[src/rtl/final_pwm.sv]
// final_pwm: three-term sum, clamp to [0, 2**PWM_BITS], frame-locked PWM.
// Parameter PWM_BITS (4..15): frame length PERIOD = 2**PWM_BITS clocks.
// Ports:
//   clk, rst_n (async, active low), en (frame counter run enable)
//   A (unsigned), B/Bsgn, C/Csgn (sign-magnitude) : duty terms
//   step : one-clock advance request, one per completed frame
//   pwm  : registered PWM output
//   duty : duty value applied to the current frame
//   sat_cnt : saturating clamp-event count (only with ANSPWM_SATCNT_EN)
// Optional feature macro: ANSPWM_SATCNT_EN
module final_pwm #(
   parameter int PWM_BITS = 8
) (
   input  logic                clk,
   input  logic                rst_n,
   input  logic                en,
   input  logic [15:0]         A,
   input  logic [15:0]         B,
   input  logic                Bsgn,
   input  logic [15:0]         C,
   input  logic                Csgn,
   output logic                step,
   output logic                pwm,
   output logic [PWM_BITS:0]   duty
`ifdef ANSPWM_SATCNT_EN
   ,
   output logic [7:0]          sat_cnt
`endif
);

   localparam logic [PWM_BITS-1:0] CNT_MAX  = {PWM_BITS{1'b1}};
   localparam logic [PWM_BITS:0]   PERIOD_V = {1'b1, {PWM_BITS{1'b0}}};
   localparam logic signed [18:0]  PERIOD_S = 19'(PERIOD_V);

   logic signed [18:0]  sum_q, sum_d;
   logic [PWM_BITS-1:0] cnt_q, cnt_d;
   logic [PWM_BITS:0]   duty_q, duty_d;
   logic                step_q, step_d;
   logic                pwm_q, pwm_d;

   logic signed [18:0]  a_x, b_x, c_x;
   logic [PWM_BITS:0]   clamp_val;
   logic                frame_end;

`ifdef ANSPWM_SATCNT_EN
   logic [7:0] sat_q, sat_d;
   logic       clamp_hit;
`endif

   always_comb begin
      // Sign-magnitude terms widened to 19 bits: worst case
      // 3 * 65535 fits, so the sum never overflows.
      a_x = {3'b000, A};
      b_x = Bsgn ? -{3'b000, B} : {3'b000, B};
      c_x = Csgn ? -{3'b000, C} : {3'b000, C};
      sum_d = a_x + b_x + c_x;

      if (sum_q[18]) begin
         clamp_val = '0;
      end else if (sum_q > PERIOD_S) begin
         clamp_val = PERIOD_V;
      end else begin
         clamp_val = sum_q[PWM_BITS:0];
      end

      frame_end = en && (cnt_q == CNT_MAX);

      cnt_d  = en ? cnt_q + PWM_BITS'(1) : cnt_q;
      duty_d = frame_end ? clamp_val : duty_q;
      step_d = frame_end;
      // Compare against the duty of the running frame; the
      // boundary edge still uses the old duty for cnt==MAX.
      pwm_d  = en && ({1'b0, cnt_q} < duty_q);
   end

`ifdef ANSPWM_SATCNT_EN
   assign clamp_hit = sum_q[18] || (sum_q > PERIOD_S);

   always_comb begin
      sat_d = sat_q;
      if (frame_end && clamp_hit && (sat_q != 8'hFF)) begin
         sat_d = sat_q + 8'd1;
      end
   end

   always_ff @(posedge clk or negedge rst_n) begin
      if (!rst_n) begin
         sat_q <= '0;
      end else begin
         sat_q <= sat_d;
      end
   end

   assign sat_cnt = sat_q;
`endif

   always_ff @(posedge clk or negedge rst_n) begin
      if (!rst_n) begin
         sum_q  <= '0;
         cnt_q  <= '0;
         duty_q <= '0;
         step_q <= 1'b0;
         pwm_q  <= 1'b0;
      end else begin
         sum_q  <= sum_d;
         cnt_q  <= cnt_d;
         duty_q <= duty_d;
         step_q <= step_d;
         pwm_q  <= pwm_d;
      end
   end

   assign step = step_q;
   assign pwm  = pwm_q;
   assign duty = duty_q;

endmodule

[config.mk]
export PLATFORM = sky130hd
export DESIGN_NAME = final_pwm
export DESIGN_NICKNAME = d
export VERILOG_FILES = /design/src/rtl/final_pwm.sv
export SDC_FILE = /design/constraint.sdc
export NUM_CORES = 1
export LEC_CHECK = 0
export ABC_AREA = 1
export BUFFER_PORTS_ARGS = -buffer_cell sky130_fd_sc_hd__buf_2
export CAP_MARGIN = 0
export CORE_ASPECT_RATIO = 1.25
export CORE_MARGIN = 5
export CORE_UTILIZATION = 50
export DETAILED_ROUTE_END_ITERATION = 10
export PLACE_DENSITY = 0.72
export SKIP_CTS_REPAIR_TIMING = 1
export SLEW_MARGIN = 25
export SYNTH_ARGS = -nofsm -noshare
export SYNTH_HDL_FRONTEND = slang
export SYNTH_SLANG_ARGS = --single-unit
[constraint.sdc]
create_clock -name clk -period 3.05 [get_ports clk]
set_input_delay 0.1525 -clock clk [delete_from_list [all_inputs] [get_ports clk]]
set_output_delay 0.1525 -clock clk [all_outputs]
set_load 0.005 [all_outputs]
[Word-level counts from Yosys, hierarchy flattened]
Cells that the tools add are included.
Cells by class
  magnitude comparators: 2
  reduce and logical (&&, ||, !) cells: 2
  eq/ne operators: 1
  multiplexer cells: 4
  add/subtract/negate cells: 5
Operator list (count)
  19-bit two-way mux: 2
  16-bit negation with 19-bit output: 2
  17-bit by 19-bit adder with 19-bit output: 1
  19-bit adder: 1
  19-bit by 10-bit > comparator with 1-bit output (second input constant): 1
  9-bit two-way mux: 2
  8-bit by 9-bit less-than comparator with 1-bit output: 1
  8-bit by 1-bit adder with 8-bit output (second input constant): 1
  8-bit equality test (second input constant): 1
  1-bit logical AND: 2
Storage, ports and cells
  input port bits: 53
  output and inout bits: 11
  register bits after elaboration: 38

[Longest topological paths before layout]
Gate-level depths: netlist (run 1).
  depth in word-level cells: 4
  gate-level depth with buffers: 21
  mapped depth without buffers: 21

[Worst setup path after synthesis (run 1)]
OpenSTA, ideal clock, no wires.
  path type: in2reg
  start point: input C[0]
  end point: register sum_q[17]
  stages: 18
  setup slack: 348 ps
  path buffers: 0
  arrival: 2585 ps
  required time: 2933 ps
  library setup time: 117 ps
  cells stage by stage: inv_1 ha_1 nand3_1 nor2_1 nand2_1 nand2_1 o21ai_0 xor2_1 inv_1 fa_1 inv_1 ha_1 a21oi_1 o21ai_0 a21oi_1 nand2_1 nand2_1 nand2_1
Between the ends
  cells in the longest elaborated chain, start to end: 3
Ends and longest elaborated chain
  from (decl): line 20  | input logic [15:0] C,
  16-bit negation with 19-bit output: line 55  | c_x = Csgn ? -{3'b000, C} : {3'b000, C};
  19-bit two-way mux (*): line 55
  19-bit adder (*): line 56  | sum_d = a_x + b_x + c_x;
  via sum_d[17]: line 35  | logic signed [18:0] sum_q, sum_d;
  to (signal assigned): line 105  | sum_q <= sum_d;
  to (decl): line 35
Mark *: on every way through the listed nets, which the timed path passes. The rest lies on a longest branch.
A chain may end at the register's enable or synchronous reset.

[Final worst setup path (run 1)]
  start point: input B[4]
  end point: register sum_q[18]
Between the ends
  cells in the longest elaborated chain, start to end: 4
Ends and longest elaborated chain
  from (decl): line 18  | input logic [15:0] B,
  16-bit negation with 19-bit output: line 54  | b_x = Bsgn ? -{3'b000, B} : {3'b000, B};
  19-bit two-way mux (*): line 54
  17-bit by 19-bit adder with 19-bit output (*): line 56
  19-bit adder (*): line 56
  via sum_d[18]: line 35
Marks and branches as above.

==> metrics.md, run 1 <==
| Metric | Value |
|---|---|
| Worst-margin pin slew | about 0.80 ns |
| WL per Instance | about 12 um |
| Peak VDD IR | about 0.00032 V |
| Starting DRT DRC Count | 55 |
| Min cycle time layout | about 2.8 ns |
| Worst Skew | 0.00661 ns |
| H-tree levels | 2 |
| Core Region | 7400 sq um |
| CP Max Fanout | 5 |
| CTS tree | built |
| Row count | 35 |
| Num CTS Buffers | 5 |
| Mapped cell area | approximately 3800 sq um |
| Post-DRT Antenna Nets | 0 |
| Top delay family on crit path | simple AND/OR/NAND/NOR gates |
| Netlist cell types | 37 |
| I/O Buffers | 63 |
| Crit-path cells | buf_2 > or2_1 > nor2_2 > buf_4 > nand2_1 > nand2_1 > o21ai_0 > xor2_1 > fa_1 > inv_1 > ha_1 > nand2_1 > nor4_1 > nand2_1 > nand2_1 > inv_1 > nand2_1 > nand2_1 |
| PwrDens | approximately 520 nW/um^2 |
| Final instance area | 4410 sq um |
| Max Slew Vio Count | 0 |
| Leak | between 2 and 2.5 nW |
| Clock Sinks | 38 |
| Slew headroom | between 40% and 50% |
| Via count | 3,421 |
| Initial antenna violation count | 0 |
| Hold slack | -0.0499 ns |
| Ys Warns | 0 |
| Clk pin slew, worst setup/hold paths | about 0.070 ns |
| Tot Pwr | around 0.0023 W |
| Slowest stage delay, CP | between 0.5 and 0.6 ns |
| Synthesized instance count | approximately 520 |
| Max Cap Viol | 0 |
| Final Setup Violations | 0 |
| Total track usage | 19.2% |
| HPWL after detailed placement | roughly 7.2 mm |
| CP Class | primary input to flip-flop |
| Antenna Cells | 0 |
| CP startpoint kind | primary input |
| Post-Syn Nets | 623 |
| Clock Latency Late Sink | around 0.28 ns |
| DRC | 0 |
| First drt pass iteration count | 6 |
| Clock buffer depth | 2 |
| Buf+Inv Stages, Crit Path | 4 |
| Share of cells above drive strength 1 | 15.8% |
| CP max stage cell | fa_1 |
| Placer Congestion | 0.849 |
| Fill cells | just under 700 |
| Nets | 705 |
| Max Fclk | 357 MHz |
| Avg Synthesized Cell Area | around 7.2 sq um |
| Failing checks | hold timing |
| Gr ovfl total | 0 |
| Outcome | complete, but fails checks |
| Initial Util | around 51% |
| Worst Path Required | between 3 and 4 ns |
| FF-to-FF End | duty[7] |
| Final core utilization | 59.6% |
| Vias in the first global route | around 3,600 |
| Chip Height | approximately 110 um |
| Number of synthesized register bits | 38 |
| Worst hold-check path type | primary input to async pin |
| Die area | between 9000 and 10,000 sq um |
| Final Hold Vio Count | 38 |
| Clock root cell | clkbuf_8 |
| Sequential share of the synthesized area | between 20% and 30% |
| Reg area | approximately 950 sq um |
| Crit. End Element | flip-flop |
| Multi-input gate area | 2410 sq um |
| I/O Pins | 64 |
| CP most frequent cell | nand2_1 |
| Largest net degree at the start of global routing | 39 |
| Area grow syn2layout | 16.5% |
| First-pass GRT wire length | between 10 and 15 mm |
| RSZ-0062 raised after global routing | no |
| Part of the cycle the worst path needs | roughly 92% |
| Critical Path AT | around 3.0 ns |
| Cell Area, Placed | roughly 4300 sq um |
| Chip width | between 80 and 90 um |
| Vias/cell | 4.89 |
| R2r setup slk | ~1.6 ns |
| Worst reg2reg startpoint | cnt_q[0] |
| Worst reg2reg path depth | 7 |
| Total length of routed wires | approximately 8.1 mm |
[synth_stat cells (all sizes together)]
master,n,area [sq um]
a21oi,18,90.1
buf,2,10.0
fa,17,340
o31ai,2,15.0
or2,2,12.5
and2,2,12.5
o21ai,23,119
a21o,3,22.5
xnor2,12,105
nand3b,2,15.0
inv,111,417
nand4,11,83.8
ha,29,363
o21bai,5,37.5
nor3,5,30.0
xor2,30,263
o21a,2,15.0
a41oi,1,8.76
nand2,118,443
dfrtp,38,951
o211ai,1,7.51
nor4,3,18.8
o2111ai,1,8.76
clkbuf,1,3.75
nor2,61,255
a21boi,3,22.5
nand3,21,115
[metrics by stage]
step                setup WS [ns]  cells  hold WS [ns]  setup TNS, ns
finish                      0.248    699       -0.0499              0
global route              0.00831    699        0.0183              0
global placement          -0.0226    691         0.283        -0.0643
floorplan                   0.348    524        -0.143              0
detailed placement        -0.0821    691         0.285         -0.191
CTS                         0.226    699       -0.0251              0
[layout by cell type (no fill, tap or decap), types with 18 or more instances in the layout]
cell type	instances
buf_2	63
dfrtp_1	38
ha_1	29
inv_1	110
nand2_1	118
nand3_1	19
nor2_1	58
o21ai_0	18
xor2_1	30
[worst max path at each step]
stage / to / depth (start not counted) / start
after floorplan: sum_q[17] / 18 / C[0]
after detailed placement: sum_q[17] / 19 / C[0]
after CTS: sum_q[17] / 19 / C[0]
after global placement: sum_q[17] / 19 / C[0]
after global routing: sum_q[12] / 18 / B[4]
final: sum_q[18] / 18 / B[4]
[kinds of logic after synthesis]
kind of cell    after synthesis  synth area share (%)
flops                        38                  25.1
xor+xnor                     42                  9.72
compound gates               59                  9.16
simple gates                225                  26.0
buf+inv                     114                  11.4
fa+ha+maj                    46                  18.6
[registers in the layout, indices dropped and copies added (netlist names)]
register,count
sum_q,19
duty,9
cnt_q,8
step,1
pwm,1
[cell type report]
class / count / share of cell area, %
well taps: 92 / 2.61
flip-flops and latches: 38 / 21.6
multi-input cells: 372 / 54.6
clock inverters: 1 / 0.114
inverters: 111 / 9.45
repair buffers: 78 / 9.70
clock buffers: 7 / 1.96
[layer usage]
metal | routed length (um) | vias to the layer above | track usage [%]
met4 | 231 | 0 | 7.46
met1 | 3300 | 1541 | 21.7
met5 | 0 | - | 0
li1 | - | 1785 | -
met3 | 320 | 17 | 1.84
met2 | 4260 | 78 | 35.9
[where the power goes]
group / switching [W] / internal (W)
Clock: 0.000160 / 0.000182
Combinational: 0.000680 / 0.000489
Sequential: 0.000112 / 0.000673
Total: 0.000953 / 0.00134
No activity file was read; power rests on OpenSTA's default activity.
==> run 2: changes to the inputs <==
--- a/config.mk
+++ b/config.mk
@@ -10,9 +10,9 @@
 export CAP_MARGIN = 0
 export CORE_ASPECT_RATIO = 1.25
 export CORE_MARGIN = 5
-export CORE_UTILIZATION = 50
+export CORE_UTILIZATION = 37
 export DETAILED_ROUTE_END_ITERATION = 10
-export PLACE_DENSITY = 0.72
+export REMOVE_ABC_BUFFERS = 1
 export SKIP_CTS_REPAIR_TIMING = 1
 export SLEW_MARGIN = 25
 export SYNTH_ARGS = -nofsm -noshare
==> run 2 against run 1 <==
  * The run still ends with hold timing left
  * Global-route usage fell by 4.0 points
  * Die area up 31%
  * Critical path depth down 2
  * Cell count rose by 6.7%
  * Clock skew decreased by 0.00089 ns
  * Non-clock buffer count rose by 10
  * Sequential cell count stayed put
  * Sequential share of layout area down 1.1 points
  * Largest power group unchanged
  * Count of clock-buffer cells in the layout shrank 2
  * Utilization down 13 points
  * Via count decreased by 0.64%
==> metrics.md, run 2 (same netlist as run 1, synthesis figures left out) <==
| Metric | Value |
|---|---|
| Outcome | complete, but fails checks (unchanged) |
| Failing checks | hold timing (unchanged) |
| H-tree levels | 2 (unchanged) |
| Clock Latency Late Sink | 0.28 ns (about the same) |
| Num CTS Buffers | 5 (unchanged) |
| Switching share of power | 37.7% (was 41.5%) |
| Worst Path Required | 3.22 ns (was 3.23 ns) |
| Hold slack | -0.0353 ns (was -0.0499 ns) |
| Worst Setup SP | C[0] (was B[4]) |
| Worst Skew | 0.00572 ns (was 0.00661 ns) |
| Worst reg2reg startpoint | cnt_q[0] (unchanged) |
| PwrDens | 576 nW/um^2 (was 521 nW/um^2) |
| Comb pwr share | 45.6% (was 50.9%) |
| Reg area | 951 sq um (unchanged) |
| CTS tree | built (unchanged) |
| Max Fclk | 362 MHz (was 357 MHz) |
| Post-DRT Antenna Nets | 0 (unchanged) |
| Clock buffer depth | 2 (unchanged) |
| WL per Instance | 11.6 um (about the same) |
| Nets | 715 (was 705) |
| Part of the cycle the worst path needs | 90.6% (was 91.9%) |
| Fill cells | 1,077 (was 691) |
| Largest net degree at the start of global routing | 39 (unchanged) |
| RSZ-0062 raised after global routing | yes (was no) |
| Antenna Cells | 0 (unchanged) |
| Vias/cell | 4.56 (was 4.89) |
| Clock power frac | 24.9% (was 14.9%) |
| First-pass GRT wire length | 15.0 mm (was 14.8 mm) |
| Clock Sinks | 38 (unchanged) |
| First drt pass iteration count | 4 (was 6) |
| Leak | 2.59 nW (was 2.49 nW) |
| Seq pwr share | 29.5% (was 34.2%) |
| Worst-margin pin slew | 0.818 ns (was 0.799 ns) |
| CP Max Fanout | 5 (unchanged) |
| Row count | 41 (was 35) |
| Total length of routed wires | 8.67 mm (was 8.11 mm) |
| Int Pwr | 0.00166 W (was 0.00134 W) |
| Commonest non-fill, non-tap cell in the layout | nand2_1 (unchanged) |
| Final Hold Vio Count | 38 (unchanged) |
| Area grow syn2layout | 22.6% (was 16.5%) |
| Max reg flops | 19 (unchanged) |
| Placer Congestion | 0.860 (was 0.849) |
| Worst hold-check path type | primary input to async pin (unchanged) |
| Die area | 12,400 sq um (was 9420 sq um) |
| Peak VDD IR | 0.000409 V (was 0.000317 V) |
| I/O Buffers | 63 (unchanged) |
| HPWL after detailed placement | 7.76 mm (was 7.19 mm) |
| Initial Util | 37.6% (was 51.1%) |
| CP Class | primary input to flip-flop (unchanged) |
| Chip width | 100 um (was 87.8 um) |
| Clock root cell | clkbuf_16 (was clkbuf_8) |
| Crit. End Element | flip-flop (unchanged) |
| Total track usage | 15.1% (was 19.2%) |
| Starting DRT DRC Count | 103 (was 55) |
| Share of cells above drive strength 1 | 17.7% (was 15.8%) |
| Final core utilization | 46.2% (was 59.6%) |
| CP startpoint kind | primary input (unchanged) |
| Critical Path AT | 2.93 ns (was 2.98 ns) |
| Multi-input gate area | 2420 sq um (was 2410 sq um) |
| Gr ovfl total | 0 (unchanged) |
| Register with the most flip-flops | sum_q (unchanged) |
| Commonest cells after routing, fill and taps aside | nand2_1 (118), inv_1 (110), buf_2 (63) (unchanged) |
| DRC | 0 (unchanged) |
| Initial antenna violation count | 0 (unchanged) |
| Final Setup Violations | 0 (unchanged) |
| Max Slew Vio Count | 0 (unchanged) |
| Min cycle time layout | 2.76 ns (was 2.80 ns) |
| Vias in the first global route | 3,447 (was 3,624) |
| Via count | 3,399 (was 3,421) |
| Clk pin slew, worst setup/hold paths | 0.06 ns (was 0.07 ns) |
| Max Cap Viol | 0 (unchanged) |
| Slew headroom | 45.5% (was 46.7%) |
| Core Region | 10,100 sq um (was 7400 sq um) |
| Net Switching | 0.00101 W (was 0.000953 W) |
| Chip Height | 123 um (was 107 um) |
| I/O Pins | 64 (unchanged) |
run 2: cell count changes in the layout (fill, tap and decap cells not counted), moves of 2 or more:
cell and delta:
o21ai_1 -2, bufinv_16 +2, buf_4 +10, clkbuf_8 -6, a21boi_0 -2, a21boi_1 +2
clkbuf_16 +5
run 2: area by class of cell:
cell class	count	area share [%]
timing repair buffer	88	10.8
tap	129	3.48
inverter	111	8.98
sequential	38	20.5
clock inverter	3	1.48
clock buffer	5	2.70
multi-input combinational	372	52.0
run 2: power by group through the flow:
stage / Clock [W] / Sequential (W) / Combinational [W]
2_1_floorplan: 0 / 0.000770 / 0.000859
3_3_place_gp: 0 / 0.000794 / 0.00119
3_5_place_dp: 0 / 0.000797 / 0.00122
4_1_cts: 0.000683 / 0.000792 / 0.00123
5_1_grt: 0.000707 / 0.000812 / 0.00141
6_report: 0.000665 / 0.000788 / 0.00122
run 2: final timing paths:
check                                 end  cells after the start  slack [ns]
worst max-delay path            sum_q[16]                     16        0.29
worst min-delay path             cnt_q[3]                      1       -0.04
worst max register to register    duty[7]                      7        1.57
worst min register to register   cnt_q[0]                      1        0.52
max in group asynchronous       sum_q[17]                      1        2.56
min in group clk                 cnt_q[0]                      2        0.13
run 2: stage by stage:
step / setup slack (ns) / instances / instance area [sq um] / setup TNS, ns / power [W]
finish: 0.286 / 746 / 4640 / 0 / 0.00267
global route: -0.0134 / 746 / 4640 / -0.0179 / 0.00293
CTS: 0.174 / 746 / 4630 / 0 / 0.00270
detailed placement: -0.0977 / 738 / 4440 / -0.284 / 0.00202
global placement: -0.0436 / 738 / 4440 / -0.0450 / 0.00198
floorplan: 0.350 / 521 / 3770 / 0 / 0.00163
run 2: routing by layer:
| layer | vias up | routed length, um | GRT usage (%) |
|---|---|---|---|
| li1 | 1807 | - | - |
| met1 | 1526 | 3650 | 17.3 |
| met2 | 58 | 4570 | 29.0 |
| met3 | 8 | 303 | 1.64 |
| met4 | 0 | 143 | 4.80 |
| met5 | - | 0 | 0 |
run 2: critical path, stage by stage:
cell      delay (ns)
buf_2           0.09
inv_1           0.10
nand3_1         0.14
nand3b_1        0.22
nor2_1          0.24
nor2_1          0.09
xnor2_1         0.15
fa_1            0.49
inv_1           0.04
ha_1            0.35
a21oi_1         0.23
o21ai_0         0.23
a21oi_1         0.23
nand2_1         0.07
nand2_1         0.05
nand2_1         0.05
==> run 3: changes to the inputs <==
--- a/config.mk
+++ b/config.mk
@@ -12,7 +12,7 @@
 export CORE_MARGIN = 5
 export CORE_UTILIZATION = 37
 export DETAILED_ROUTE_END_ITERATION = 10
-export REMOVE_ABC_BUFFERS = 1
+export HOLD_SLACK_MARGIN = 0.02
 export SKIP_CTS_REPAIR_TIMING = 1
 export SLEW_MARGIN = 25
 export SYNTH_ARGS = -nofsm -noshare
==> run 3 against run 2 <==
  * The flow still finishes with violations (hold timing)
  * Worst setup slack gained 0.0028 ns
  * Register-to-register slack lost 0.04 ns
  * Clock skew grew 0.0039 ns
  * Critical path depth grew 2
  * First-iteration DRC count grew 12%
  * Fmax grew 0.10%
  * Via count grew 1.0%
  * Die area is the same
  * Sequential power grew 0.5%
  * Cell count grew 0.13%
  * Non-clock buffer count grew 1
  * Largest cell class unchanged
  * Largest power group unchanged
  * Highest routed layer unchanged
==> metrics.md, run 3 (same netlist as run 1, synthesis figures left out) <==
| Metric | Value |
|---|---|
| CTS tree | built (unchanged) |
| Starting DRT DRC Count | 115 (was 103) |
| Worst Setup Slack, final | 0.288 ns (was 0.286 ns) |
| DRC | 0 (unchanged) |
| Clock buffer depth | 2 (unchanged) |
| Chip Height | 123 um (unchanged) |
| CP Max Fanout | 5 (unchanged) |
| Commonest non-fill, non-tap cell in the layout | nand2_1 (unchanged) |
| Worst-margin pin slew | 0.827 ns (was 0.818 ns) |
| Fill cells | 1,096 (was 1,077) |
| First-pass GRT wire length | 15.6 mm (was 15.0 mm) |
| Final Hold Vio Count | 38 (unchanged) |
| Total length of routed wires | 8.67 mm (about the same) |
| PwrDens | 548 nW/um^2 (was 576 nW/um^2) |
| Clock root cell | clkbuf_16 (unchanged) |
| CP most frequent cell | nand2_1 (unchanged) |
| WL per Instance | 11.6 um (about the same) |
| Part of the cycle the worst path needs | 90.5% (was 90.6%) |
| Via count | 3,433 (was 3,399) |
| Register with the most flip-flops | sum_q (unchanged) |
| Final Setup Violations | 0 (unchanged) |
| Max reg flops | 19 (unchanged) |
| Worst Path Required | 3.20 ns (was 3.22 ns) |
| Worst Skew | 0.00964 ns (was 0.00572 ns) |
| Min cycle time layout | 2.76 ns (about the same) |
| Nets | 716 (was 715) |
| Commonest cells after routing, fill and taps aside | nand2_1 (117), inv_1 (110), buf_2 (63) (was nand2_1 (118), inv_1 (110), buf_2 (63)) |
| Antenna Cells | 0 (unchanged) |
| Row count | 41 (unchanged) |
| Clk pin slew, worst setup/hold paths | 0.06 ns (about the same) |
| Max Fclk | 362 MHz (about the same) |
| Peak VDD IR | 0.000290 V (was 0.000409 V) |
| I/O Buffers | 63 (unchanged) |
| Crit-path cells | buf_2 > inv_1 > nand3_1 > nand3b_1 > nor2_1 > nor2_1 > xnor2_1 > fa_1 > inv_1 > ha_1 > nand2_1 > buf_4 > nor4_2 > nand2_1 > nand2_1 > inv_1 > nand2_1 > nand2_1 (was buf_2 > inv_1 > nand3_1 > nand3b_1 > nor2_1 > nor2_1 > xnor2_1 > fa_1 > inv_1 > ha_1 > a21oi_1 > o21ai_0 > a21oi_1 > nand2_1 > nand2_1 > nand2_1) |
| Critical Path AT | 2.91 ns (was 2.93 ns) |
| Largest net degree at the start of global routing | 39 (unchanged) |
| Pre-CTS setup slack | -0.128 ns (was -0.0977 ns) |
| CP max stage cell | fa_1 (unchanged) |
| Post-DRT Antenna Nets | 0 (unchanged) |
| Die area | 12,400 sq um (unchanged) |
| Initial antenna violation count | 0 (unchanged) |
| Slowest stage delay, CP | 0.48 ns (was 0.49 ns) |
| Slew headroom | 44.9% (was 45.5%) |
| Leak | 2.58 nW (was 2.59 nW) |
| Final core utilization | 46.1% (was 46.2%) |
| HPWL after detailed placement | 7.68 mm (was 7.76 mm) |
| Failing checks | hold timing (unchanged) |
| Max Slew Vio Count | 0 (unchanged) |
| Hold slack | -0.0322 ns (was -0.0353 ns) |
| Placer Congestion | 0.886 (was 0.860) |
| Vias/cell | 4.60 (was 4.56) |
| CP Class | primary input to flip-flop (unchanged) |
| Num CTS Buffers | 5 (unchanged) |
| Core Region | 10,100 sq um (unchanged) |
| Gr ovfl total | 0 (unchanged) |
| Outcome | complete, but fails checks (unchanged) |
| Total track usage | 15.3% (was 15.1%) |
| Share of cells above drive strength 1 | 18.6% (was 17.7%) |
| CP startpoint kind | primary input (unchanged) |
| Chip width | 100 um (unchanged) |
| First drt pass iteration count | 4 (unchanged) |
| Vias in the first global route | 3,760 (was 3,447) |
| Area grow syn2layout | 22.4% (was 22.6%) |
| Max Cap Viol | 0 (unchanged) |
| Crit. End Element | flip-flop (unchanged) |
| I/O Pins | 64 (unchanged) |
| Clock Latency Late Sink | 0.28 ns (about the same) |
| Clock Sinks | 38 (unchanged) |
| Worst hold-check path type | primary input to async pin (unchanged) |
| Initial Util | 37.6% (unchanged) |
| H-tree levels | 2 (unchanged) |
## run 3: worst paths after layout
check,from,to,slack [ns],depth (start not counted)
max,C[0],sum_q[18],0.29,18
max in group asynchronous,rst_n,sum_q[12],2.55,1
min in group clk,en,cnt_q[0],0.13,2
min,rst_n,cnt_q[3],-0.03,1
max reg2reg,cnt_q[1],duty[7],1.53,7
min reg2reg,cnt_q[0],cnt_q[0],0.52,1
## run 3: metal layers
metal  up-vias  track usage (%)  part of all wire [%]
li1       1818                -                     -
met1      1550             17.4                    42
met2        57             29.2                    53
met3         8             2.26                   3.7
met4         0             4.72                   1.3
met5         -                0                     0
## run 3: worst max-delay path: cells and delay by family
kind | cells | cell delay [ns]
buffers and inverters | 5 | 0.42
xor gates and xnor gates | 1 | 0.15
adders and majority gates | 2 | 0.84
and+or+nand+nor | 10 | 1.33
## run 3: final cells by class
cell class	count	area [sq um]	area share, %
Clock buffer	6	139	3.00
Clock inverter	2	12.5	0.270
Multi-Input combinational cell	372	2440	52.7
Inverter	111	417	9.00
Sequential cell	38	951	20.5
Tap cell	129	161	3.48
Timing Repair Buffer	89	510	11.0
## run 3: where the power goes
group	switching, W	internal (W)	leakage (nW)
sequential	0.000117	0.000675	0.429
combinational	0.000711	0.000520	2.08
clock	0.000191	0.000323	0.0729
total	0.00102	0.00152	2.58
## run 3: per-stage QoR
step	cell area, sq um	total power (W)	cells	hold slack (ns)	TNS (ns)
floorplan	3780	0.00163	524	-0.143	0
global placement	4440	0.00198	739	0.285	-0.149
detailed placement	4440	0.00201	739	0.294	-0.286
CTS	4590	0.00254	747	0.00215	0
global route	4630	0.00279	747	0.0586	-0.00173
finish	4630	0.00254	747	-0.0322	0
